`src/rtl/key_event.sv`:
```
// Press-pattern classifier: turns the debounced key level into one-cycle
// short / long / repeat / double-click event pulses.
module key_event #(
  parameter int CNT_W       = 26,
  parameter int LONG_CNT    = 50_000_000,
  parameter int DBL_GAP_CNT = 12_500_000,
  parameter int REPEAT_CNT  = 5_000_000
) (
  input  logic clk,
  input  logic rst,
  input  logic key_state,
  output logic short_press,
  output logic long_press,
  output logic repeat_press,
  output logic double_click,
  output logic busy
);

  typedef enum logic [2:0] {IDLE, PRESS1, WAIT2, PRESS2, HOLD} state_t;

  localparam logic [CNT_W-1:0] LONG_M1 = CNT_W'(LONG_CNT - 1);
  localparam logic [CNT_W-1:0] DBL_M1  = CNT_W'(DBL_GAP_CNT - 1);
  localparam logic [CNT_W-1:0] REP_M1  = CNT_W'(REPEAT_CNT - 1);
  localparam bit               REP_EN  = (REPEAT_CNT != 0);

  state_t           state, state_nx;
  logic [CNT_W-1:0] cnt, cnt_nx;
  logic             key_d, rise;
  logic             short_nx, long_nx, repeat_nx, double_nx;

  assign rise = key_state & ~key_d;

  always_comb begin
    state_nx  = state;
    cnt_nx    = cnt;
    short_nx  = 1'b0;
    long_nx   = 1'b0;
    repeat_nx = 1'b0;
    double_nx = 1'b0;
    case (state)
      IDLE: begin
        cnt_nx = '0;
        if (rise) state_nx = PRESS1;
      end
      PRESS1: begin
        // release wins over the long-press threshold on the same cycle
        if (!key_state) begin
          state_nx = WAIT2;
          cnt_nx   = '0;
        end else if (cnt == LONG_M1) begin
          long_nx  = 1'b1;
          state_nx = HOLD;
          cnt_nx   = '0;
        end else begin
          cnt_nx = cnt + 1'b1;
        end
      end
      WAIT2: begin
        if (key_state) begin
          state_nx = PRESS2;
          cnt_nx   = '0;
        end else if (cnt == DBL_M1) begin
          short_nx = 1'b1;
          state_nx = IDLE;
          cnt_nx   = '0;
        end else begin
          cnt_nx = cnt + 1'b1;
        end
      end
      PRESS2: begin
        if (!key_state) begin
          double_nx = 1'b1;
          state_nx  = IDLE;
          cnt_nx    = '0;
        end
      end
      HOLD: begin
        if (!key_state) begin
          state_nx = IDLE;
          cnt_nx   = '0;
        end else if (REP_EN && cnt == REP_M1) begin
          repeat_nx = 1'b1;
          cnt_nx    = '0;
        end else if (cnt != '1) begin
          cnt_nx = cnt + 1'b1;
        end
      end
      default: begin
        state_nx = IDLE;
        cnt_nx   = '0;
      end
    endcase
  end

  // key_d resets high so a key held through reset must be re-pressed
  always_ff @(posedge clk or negedge rst) begin
    if (!rst) begin
      state        <= IDLE;
      cnt          <= '0;
      key_d        <= 1'b1;
      short_press  <= 1'b0;
      long_press   <= 1'b0;
      repeat_press <= 1'b0;
      double_click <= 1'b0;
      busy         <= 1'b0;
    end else begin
      state        <= state_nx;
      cnt          <= cnt_nx;
      key_d        <= key_state;
      short_press  <= short_nx;
      long_press   <= long_nx;
      repeat_press <= repeat_nx;
      double_click <= double_nx;
      busy         <= (state_nx != IDLE);
    end
  end

endmodule

```
`config.mk`:
```
export PLATFORM = sky130hd
export DESIGN_NAME = key_event
export DESIGN_NICKNAME = d
export VERILOG_FILES = /design/src/rtl/key_event.sv
export SDC_FILE = /design/constraint.sdc
export NUM_CORES = 1
export LEC_CHECK = 0
export ABC_AREA = 1
export BUFFER_PORTS_ARGS = -buffer_cell sky130_fd_sc_hd__buf_2
export CAP_MARGIN = 15
export CORE_MARGIN = 3
export CORE_UTILIZATION = 62
export CTS_BUF_LIST = sky130_fd_sc_hd__clkbuf_16
export CTS_CLUSTER_DIAMETER = 80
export DETAILED_ROUTE_END_ITERATION = 10
export GPL_ROUTABILITY_DRIVEN = 0
export GPL_TIMING_DRIVEN = 0
export PLACE_DENSITY_LB_ADDON = 0.05
export SLEW_MARGIN = 20
export SYNTH_ARGS = -nofsm -noshare
export SYNTH_HDL_FRONTEND = slang
export SYNTH_SLANG_ARGS = --single-unit
export TNS_END_PERCENT = 5
```
`constraint.sdc`:
```
create_clock -name clk -period 2.11 [get_ports clk]
set_input_delay 0.211 -clock clk [delete_from_list [all_inputs] [get_ports clk]]
set_output_delay 0.211 -clock clk [all_outputs]
set_load 0.05 [all_outputs]
```
# After elaboration in Yosys (flattened, before gate mapping)
# Cells that the tools add are included.
# classes
n_addsub	1
n_eq_ne	10
mux	27
bitwise_logic	2
n_reduce_logical	4
# op_table
op	count
$mux W26	8
$pmux W26 S4	1
$add A26 B1 Y26 const B	1
$eq A26 B23 Y1 const B	1
$eq A26 B24 Y1 const B	1
$eq A26 B26 Y1 const B	1
$ne A26 B26 Y1 const B	1
$mux W3	6
$pmux W3 S4	1
$mux W1	11
$eq A3 B2 Y1 const B	2
$ne A4 B4 Y1 const B	1
$eq A3 B1 Y1 const B	1
$eq A3 B3 Y1 const B	1
$logic_not A3 Y1	1
$reduce_bool A3 Y1	1
$ne A2 B2 Y1 const B	1
$reduce_and A2 Y1	1
$reduce_or A2 Y1	1
$and A1 B1 Y1	1
$not A1 Y1	1
# totals
regBits	35
output_inout_bits	5

# Logic depth before layout (Yosys ltp)
# Gate-level depths: netlist (run 1).
# depth
word_depth	5
ltp_mapped	14
ltp_nobuf	13

# Worst setup path after synthesis (run 1)
# No wires, ideal clock.
# synth_timing
path_kind	reg-to-reg
from	register cnt[0]
to	register cnt[14]
t_arrival_ps	1624
required_ps	1994
slack_ps	370
path_stages_with_launch	14
path_buffers	1
path_cell_list	dfrtp_1 > ha_1 > nand2_2 > nor2_4 > nand2_2 > nor2_1 > nand2_1 > nand2_1 > nand3_2 > nand2_4 > nor2_4 > buf_6 > nand2_2 > nand2_1
# synth_between
elab_chain_cells	5
# synth_lines
item	line	source
start, declared	27	logic [CNT_W-1:0] cnt, cnt_nx;
start signal, assigned	108	cnt <= cnt_nx;
$add A26 B1 Y26	55, 67, 85	
$mux W26	84	end else if (cnt != '1) begin
$mux W26	81	end else if (REP_EN && cnt == REP_M1) begin
$mux W26	78	if (!key_state) begin
$pmux W26 S4	40	case (state)
# Parallel ways exist; a longest one is shown, timed or not. The select of a mux whose other input is x is not followed.
# A chain may end at the register's enable or synchronous reset.

# Worst setup path in the final report (run 1)
# layout_timing
from	register cnt[0]
to	register cnt[17]
# Same word-level chain as after synthesis.

==> impl_metrics.py, run 1 <==
metrics = {
    "clock_tree": {
        "cts_htree_levels": 2,
        "cts_tree": "done",
        "clock_sinks": 35,
        "cts_root_buffer": "clkbuf_16",
        "cts_inserted_buffers": 5,
        "post_cts_buffers": 0,
        "clkTransAtPathRegs_ns": 0.05,
        "insertion_delay_ns": 0.28,
        "clockBufferDepth": 2,
    },
    "routing": {
        "detail_route.wl_per_cell_um": 14.05,
        "dr.pass1.iters": 7,
        "wl_um": 6507,
        "avgViaCountPerCell": 5.596,
        "ant_nets": 0,
        "drt_iter0_markers": 276,
        "remaining_drc_errors": 0,
        "vias": 2591,
    },
    "placed_design": {
        "dp_slack_ns": 0.03646,
        "place_hpwl_um": 4850,
        "portBuffers": 7,
    },
    "timing": {
        "final_hold_viol_count": 0,
        "fin_ws_ns": 0.1133,
        "drv_slew": 0,
        "fmax_mhz": 500.8,
        "rsz0062_at_grt": "false",
        "setup-violations-final": 0,
        "period_share_pct": 94.63,
        "setup_tns_ns": 0,
        "slew_headroom_pct": 47.69,
        "tightest_slew_ns": 0.7847,
        "finalCriticalPeriod_ns": 1.997,
        "fin_skew_ns": 0.005949,
    },
    "cells_and_area": {
        "fin_util_pct": 74.42,
        "nNetsFinal": 418,
        "multi_input_area_mm2": 0.001501,
        "final-seq-area_um2": 877.1,
        "areaGrowthSynthToFinish_pct": 10.62,
        "diodes": 0,
        "layout-drive-gt1-share_pct": 15.18,
        "fill_cells": 302,
    },
    "yosys": {
        "synth.distinct_cells": 29,
        "synth.avg_cell_area_um2": 6.481,
        "synth_top_area_share_pct": 32.82,
        "ys_ff_latch": 35,
        "synth_area_leader_cell": "dfrtp_1",
        "ys_warn_count": 0,
        "netlist_instances": 400,
        "synth.area.top_cells": "dfrtp_1, nand2_1, nor2_1, inv_1, nand3_1",
        "synth_fp_nets": 404,
        "synth_area_mm2": 0.002592,
        "ys_seq_area_share_pct": 33.83,
    },
    "setup_path": {
        "endpoint_kind": "flop",
        "cp_data_required_time_ns": 2.28,
        "start_kind": "flop",
        "crit_fanout": 10,
        "critPathArrivalTime_ns": 2.17,
        "crit_type": "reg2reg",
    },
    "global_routing": {
        "grt-ovfl-total": 0,
        "grt_first_pass_wirelength_um": 10700,
        "antenna_found_initial": 0,
        "grt_usage_pct": 26.55,
        "grt_max_degree": 36,
        "grt_pass1_vias": 2355,
    },
    "die": {
        "initial_core_util_pct": 67.27,
        "core-area_mm2": 0.003854,
        "placementRows": 22,
        "ioPinCount": 8,
        "die_w_um": 70.67,
        "die_area_mm2": 0.004994,
        "die_h_um": 70.67,
    },
    "run": {
        "cap_violations": 0,
    },
    "outcome": {
        "status": "complete, no violations",
    },
    "power_and_ir_drop": {
        "p_total_w": 0.002058,
        "ir_drop_uv": 378.9,
        "power.density_mw_per_mm2": 717.6,
        "leakage_nw": 1.418,
    },
    "worst_hold_path": {
        "hold_class": "in2async",
    },
}
synth_stat cells:
master	count
a21oi_1	2
a31oi_1	1
and3_1	1
buf_2	2
buf_4	3
buf_6	1
clkbuf_1	1
dfrtp_1	34
dfstp_2	1
ha_1	1
inv_1	54
inv_2	1
nand2_1	127
nand2_2	18
nand2_4	2
nand3_1	35
nand3_2	3
nand3b_1	1
nand4_1	16
nor2_1	56
nor2_2	6
nor2_4	5
nor3_1	8
nor3_2	1
nor4_1	2
o211ai_1	1
o21ai_0	5
or2_2	1
xor2_1	11
logic make-up after synthesis:
family	share of synthesized area (%)
xor+xnor	3.716
compound gates	1.882
simple gates	50.29
buf+inv	9.797
fa+ha+maj	0.4825
flops	33.83
power by group:
part | internal (W) | switching [W] | leakage, nW
Clock | 0.000430 | 0.000272 | 0.0733
Sequential | 0.000719 | 0.0000345 | 0.476
Combinational | 0.000166 | 0.000436 | 0.869
layer usage:
layer / share of wire (%) / vias to the layer above / track usage (%)
met5: 0 / - / 0
met4: 3.0 / 0 / 11.48
met3: 7.8 / 21 / 3.409
met2: 47 / 138 / 43.76
met1: 43 / 1162 / 35.12
li1: - / 1270 / -
flip-flops by register name, indices dropped and copies added (netlist names):
| signal | cells |
|---|---|
| busy | 1 |
| cnt | 26 |
| double_click | 1 |
| key_d | 1 |
| long_press | 1 |
| repeat_press | 1 |
| short_press | 1 |
| state | 3 |
timing repair:
item,4_1_cts,5_1_grt
hold buffers,0,0
setup endpoints to repair,0,24
resized for setup,0,9
worst paths after layout:
| kind | from | endpoint | slack [ns] | depth (start not counted) |
|---|---|---|---|---|
| worst max register to register | cnt[0] | cnt[17] | 0.11 | 13 |
| min in group clk | key_state | key_d | 0.10 | 1 |
| worst max-delay path | cnt[0] | cnt[17] | 0.11 | 13 |
| max in group asynchronous | rst | cnt[24] | 1.60 | 1 |
| worst min register to register | cnt[1] | cnt[1] | 0.53 | 2 |
| worst min-delay path | rst | cnt[3] | 0.01 | 1 |
stage by stage:
step	hold slack (ns)	area, um2	std cells
after floorplan	-0.08459	2592	400
after global placement	0.3136	2688	455
after detailed placement	0.3303	2688	455
after CTS	0.03767	2828	463
after global routing	0.08997	2868	463
final	0.01185	2868	463
area by class of cell:
cell class,count,area share [%]
inverters,55,7.199
repair buffers,7,1.222
clock inverters,3,0.5236
flip-flops and latches,35,30.58
well taps,48,2.094
multi-input cells,303,52.36
clock buffers,5,4.363
plain buffers,7,1.658
critical path: stages, from the launching register on:
cell     delay (ns)
dfrtp_1        0.38
ha_2           0.19
nand2_2        0.10
nor2_4         0.14
nand2_2        0.12
nor2_4         0.17
nand2_1        0.08
nor2_2         0.14
nand3_4        0.13
nand2_4        0.12
nor2_4         0.06
buf_6          0.15
nand2_2        0.06
nand2_1        0.05
layout by cell type (no fill, tap or decap), types with 2 or more instances in the layout:
| master | netlist | routed |
|---|---|---|
| a21oi_1 | 2 | 2 |
| o21ai_0 | 5 | 5 |
| nand4_1 | 16 | 16 |
| nand2_4 | 2 | 4 |
| nor2_4 | 5 | 6 |
| xor2_1 | 11 | 11 |
| nor4_1 | 2 | 2 |
| nor2_1 | 56 | 55 |
| inv_1 | 54 | 54 |
| nand3_1 | 35 | 35 |
| clkinv_2 | 0 | 3 |
| nand2_1 | 127 | 125 |
| buf_2 | 2 | 9 |
| nor3_1 | 8 | 8 |
| clkbuf_16 | 0 | 5 |
| nand3_4 | 0 | 2 |
| buf_4 | 3 | 3 |
| nand2_2 | 18 | 18 |
| nor2_2 | 6 | 6 |
| dfrtp_1 | 34 | 34 |
Power figures use the tool's default switching activity.
==> run 2, diff against run 1 <==
Settings changed: PLACE_DENSITY set to 0.77, PLACE_DENSITY_LB_ADDON 0.05 to unset.
==> run 2 against run 1 <==
Against the previous run:
- setup slack better by 0.010 ns
- clock skew down 0.0025 ns
- final cell count rose by 1.1%
- utilization is 0.78 points higher
- largest power group unchanged
- register-to-register slack barely moved
==> impl_metrics.py, run 2 (synthesized netlist as in run 1, its figures left out) <==
metrics = {
    "global_routing": {
        "grt_max_degree": 36,
        "grt_util_met3_pct": 4.830,
        "grt_pass1_vias": 2442,
        "busiest_layer": "met2",
        "grt-ovfl-total": 0,
        "grt_first_pass_wirelength_um": 11260,
        "antenna_found_initial": 0,
        "grt_use_met1_pct": 37.09,
        "grt_usage_pct": 28.16,
        "grt_util_met2_pct": 44.91,
    },
    "power_and_ir_drop": {
        "p_int_w": 0.001322,
        "ir_drop_uv": 361.8,
        "power.share.clock_pct": 35.0,
        "swShare_pct": 36.42,
        "p_total_w": 0.002079,
        "power.density_mw_per_mm2": 717.5,
        "comb_power_share_pct": 28.7,
        "leakage_nw": 1.422,
        "seqPwrFrac_pct": 36.2,
        "power_switching_w": 0.0007572,
    },
    "cells_and_area": {
        "final_cell_mix": "nand2_1, nor2_1, inv_1",
        "final-seq-area_um2": 877.1,
        "nNetsFinal": 423,
        "fill_cells": 313,
        "layout-drive-gt1-share_pct": 15.95,
        "largest_reg_flops": 26,
        "largest-register": "cnt",
        "reg_top3": "cnt x26, state x3",
        "areaGrowthSynthToFinish_pct": 11.78,
        "fin_util_pct": 75.19,
        "final_area_mm2": 0.002898,
        "diodes": 0,
        "final_common_cell": "nand2_1",
        "multi_input_area_mm2": 0.001489,
    },
    "die": {
        "initial_core_util_pct": 67.27,
        "die_area_mm2": 0.004994,
        "core-area_mm2": 0.003854,
        "die_w_um": 70.67,
        "ioPinCount": 8,
        "placementRows": 22,
        "die_h_um": 70.67,
    },
    "timing": {
        "finalCriticalPeriod_ns": 1.987,
        "fin_skew_ns": 0.003406,
        "period_share_pct": 94.16,
        "hold_ws_ns": 0.01257,
        "fmax_mhz": 503.3,
        "final_hold_viol_count": 0,
        "tightest_slew_ns": 0.7965,
        "slew_headroom_pct": 46.90,
        "drv_slew": 0,
        "setup-violations-final": 0,
    },
    "routing": {
        "remaining_drc_errors": 0,
        "avgViaCountPerCell": 5.568,
        "wl_um": 6689,
        "drt_iter0_markers": 326,
        "ant_nets": 0,
        "dr.pass1.iters": 5,
        "detail_route.wl_per_cell_um": 14.29,
        "vias": 2606,
    },
    "clock_tree": {
        "clkTransAtPathRegs_ns": 0.06,
        "cts_inserted_buffers": 5,
        "insertion_delay_ns": 0.28,
        "clock_sinks": 35,
        "cts_htree_levels": 2,
        "cts_root_buffer": "clkbuf_16",
        "cts_tree": "done",
        "hold_buffers": 0,
        "clockBufferDepth": 2,
    },
    "worst_hold_path": {
        "hold_class": "in2async",
    },
    "placed_design": {
        "post_dp_cell_area_mm2": 0.002688,
        "portBuffers": 7,
        "place_hpwl_um": 4809,
    },
    "setup_path": {
        "timing.rr.start": "cnt[0]",
        "crit_start": "cnt[0]",
        "critPathArrivalTime_ns": 2.16,
        "crit_fanout": 10,
        "start_kind": "flop",
        "endpoint_kind": "flop",
        "cp_data_required_time_ns": 2.28,
        "crit_type": "reg2reg",
    },
    "outcome": {
        "status": "complete, no violations",
    },
    "run": {
        "cap_violations": 0,
    },
}
==> run 2: worst max-delay path, stage by stage (launching register included) <==
cell     delay (ns)
dfrtp_1        0.38
ha_1           0.18
nand2_2        0.11
nor2_4         0.16
nand2_2        0.11
nor2_4         0.12
nand3_1        0.12
nor2_2         0.14
nand2_2        0.12
nand2_4        0.13
nor2_4         0.05
buf_6          0.15
nand2_2        0.06
nand2_1        0.04
==> run 2: power groups by stage <==
stage / logic [W] / clock network (W) / registers (W)
after global routing: 0.000659 / 0.000764 / 0.000759
after CTS: 0.000577 / 0.000728 / 0.000753
after floorplan: 0.000390 / 0 / 0.000802
final: 0.000598 / 0.000728 / 0.000753
after detailed placement: 0.000575 / 0 / 0.000764
after global placement: 0.000563 / 0 / 0.000762
==> run 2: cell type report <==
| cell class | instances | area share [%] |
|---|---|---|
| plain buffers | 7 | 1.641 |
| clock buffers | 5 | 4.318 |
| clock inverters | 3 | 0.6908 |
| inverters | 55 | 7.124 |
| multi-input cells | 303 | 51.38 |
| flip-flops and latches | 35 | 30.27 |
| well taps | 48 | 2.073 |
| repair buffers | 12 | 2.504 |
==> run 2: repair_timing <==
item | 4_1_cts | 5_1_grt
endpoints found under the hold margin | 0 | 0
endpoints found under the setup margin | 0 | 26
resized for setup | 0 | 6
setup buffers | 0 | 5
==> run 2: layer usage <==
layer	routed length [um]	vias up
li1	-	1287
met3	396	20
met5	0	-
met4	231	0
met1	2989	1190
met2	3071	109
==> run 2: worst paths after layout <==
check | cells past startpoint | endpoint | slack (ns)
worst min register to register | 2 | cnt[1] | 0.51
worst max register to register | 13 | cnt[18] | 0.12
min in group clk | 1 | key_d | 0.10
max in group asynchronous | 1 | cnt[24] | 1.59
worst max-delay path | 13 | cnt[18] | 0.12
worst min-delay path | 1 | cnt[2] | 0.01
==> run 2: through the flow <==
step           worst slack (ns)  cells  setup TNS, ns
5_1_grt               -0.006019    468      -0.006019
6_report                 0.1233    468              0
3_3_place_gp            0.08856    455              0
3_5_place_dp            0.05268    455              0
2_1_floorplan            0.3698    400              0
4_1_cts                 0.03569    463              0
==> run 3, diff against run 2 <==
Settings changed: CTS_BUF_LIST sky130_fd_sc_hd__clkbuf_16 to unset.
Clock period 2.11 ns to 2.2 ns, I/O delays scaled along.
==> run 3 against run 2 <==
Against the previous run:
- critical path depth unchanged
- clock skew is 0.0043 ns higher
- utilization fell by 2.7 points
- power is 15% lower
- combinational power decreased by 5.5%
- clock power fell by 35%
- sequential share of layout area increased by 1.1 points
- register-to-register slack improved by 0.07 ns
- setup slack better by 0.066 ns
- clock-buffer cell count unchanged
- non-clock buffer count down 5
- final cell count decreased by 1.1%
- critical path type unchanged
==> impl_metrics.py, run 3 (synthesized netlist as in run 1, its figures left out) <==
metrics = {
    "outcome": {
        "status": "complete, no violations",
    },
    "cells_and_area": {
        "final_common_cell": "nand2_1",
        "largest_reg_flops": 26,
        "fill_cells": 328,
        "multi_input_area_mm2": 0.001479,
        "layout-drive-gt1-share_pct": 14.70,
        "diodes": 0,
        "reg_top3": "cnt x26, state x3",
        "largest-register": "cnt",
        "final_cell_mix": "nand2_1, nor2_1, inv_1",
        "nNetsFinal": 418,
        "areaGrowthSynthToFinish_pct": 7.770,
        "final-seq-area_um2": 877.1,
    },
    "routing": {
        "avgViaCountPerCell": 5.492,
        "remaining_drc_errors": 0,
        "vias": 2543,
        "wl_um": 6403,
        "ant_nets": 0,
        "drt_iter0_markers": 319,
        "detail_route.wl_per_cell_um": 13.83,
        "dr.pass1.iters": 5,
    },
    "clock_tree": {
        "cts_tree": "done",
        "cts_htree_levels": 2,
        "cts_root_buffer": "clkbuf_8",
        "cts_inserted_buffers": 5,
        "insertion_delay_ns": 0.29,
        "cts_resized": 0,
        "clockBufferDepth": 2,
        "clkTransAtPathRegs_ns": 0.08,
        "post_cts_buffers": 0,
        "clock_sinks": 35,
        "hold_buffers": 0,
    },
    "global_routing": {
        "grt_usage_pct": 27.83,
        "grt_max_degree": 36,
        "grt-ovfl-total": 0,
        "grt_pass1_vias": 2452,
        "antenna_found_initial": 0,
        "grt_first_pass_wirelength_um": 11120,
    },
    "run": {
        "cap_violations": 0,
    },
    "setup_path": {
        "worstPathCellList": "ha_1, nand2_2, nor2_4, nand2_2, nor2_1, nand2_1, nand2_1, nand2_2, nand2_4, nor2_4, buf_6, nand2_2, nand2_1",
        "max_stage_delay_ns": 0.39,
        "r2r_cells": 13,
        "cp_data_required_time_ns": 2.39,
        "crit_fanout": 10,
        "endpoint_kind": "flop",
        "crit_type": "reg2reg",
        "worst-path-buf-inv": 1,
        "critPathArrivalTime_ns": 2.20,
        "cp.depth": 13,
        "start_kind": "flop",
        "crit_slowest_cell": "dfrtp_1",
        "critPathTopFamily": "simple AND/OR/NAND/NOR gates",
        "worst_path_most_repeated_cell": "nand2_2",
    },
    "timing": {
        "finalCriticalPeriod_ns": 2.010,
        "tightest_slew_ns": 0.7962,
        "period_share_pct": 91.38,
        "fmax_mhz": 497.4,
        "setup_tns_ns": 0,
        "slew_headroom_pct": 46.92,
        "fin_ws_ns": 0.1895,
        "rsz0062_at_grt": "false",
        "fin_skew_ns": 0.007682,
        "final_hold_viol_count": 0,
        "drv_slew": 0,
        "setup-violations-final": 0,
    },
    "die": {
        "placementRows": 22,
        "core-area_mm2": 0.003854,
        "die_w_um": 70.67,
        "die_area_mm2": 0.004994,
        "die_h_um": 70.67,
        "initial_core_util_pct": 67.27,
        "ioPinCount": 8,
    },
    "power_and_ir_drop": {
        "power.density_mw_per_mm2": 629.5,
        "ir_drop_uv": 341.5,
        "leakage_nw": 1.371,
    },
    "worst_hold_path": {
        "hold_class": "in2async",
    },
    "placed_design": {
        "dp_slack_ns": 0.1427,
        "portBuffers": 7,
        "place_hpwl_um": 4809,
    },
}
## run 3: cell count changes in the layout (fill, tap and decap cells not counted), sizes merged
cell  delta
buf      -5
## run 3: power by group
group	internal [W]	total, W	switching (W)	leakage, nW
combinational	0.000156	0.000565	0.000409	0.855
sequential	0.000688	0.000722	0.0000334	0.476
clock	0.000220	0.000472	0.000252	0.0402
total	0.00106	0.00176	0.000694	1.37
## run 3: layout make-up
| class | count | area share, % |
|---|---|---|
| clock buffer | 5 | 2.463 |
| tap | 48 | 2.150 |
| timing repair buffer | 7 | 1.254 |
| inverter | 55 | 7.389 |
| sequential | 35 | 31.39 |
| buffer | 7 | 1.702 |
| clock inverter | 3 | 0.7165 |
| multi-input combinational | 303 | 52.93 |
## run 3: stage by stage
stage	cell area [um2]	hold WS (ns)	total power [W]	util, %	std cells
after floorplan	2592	-0.07559	0.001143	-	400
after global placement	2688	0.3264	0.001272	69.74	455
after detailed placement	2688	0.3393	0.001284	69.74	455
after CTS	2776	0.02579	0.001756	72.05	463
after global routing	2794	0.04848	0.001864	72.50	463
final	2794	0.004587	0.001759	72.50	463
## run 3: layer usage
| layer | vias up | global-route usage [%] | share of wire [%] |
|---|---|---|---|
| met2 | 91 | 44.18 | 46 |
| met1 | 1147 | 35.92 | 45 |
| met3 | 24 | 5.824 | 5.8 |
| met4 | 0 | 14.20 | 3.8 |
| li1 | 1281 | - | - |
| met5 | - | 0 | 0 |
## run 3: path summary, 6_finish.rpt
path                       endpoint  slack, ns  startpoint
max in group asynchronous   cnt[18]       1.69         rst
min in group clk              key_d       0.08   key_state
setup / recovery            cnt[18]       0.19      cnt[0]
hold reg to reg              cnt[1]       0.52      cnt[1]
setup reg to reg            cnt[18]       0.19      cnt[0]
hold / removal               cnt[7]      0.005         rst
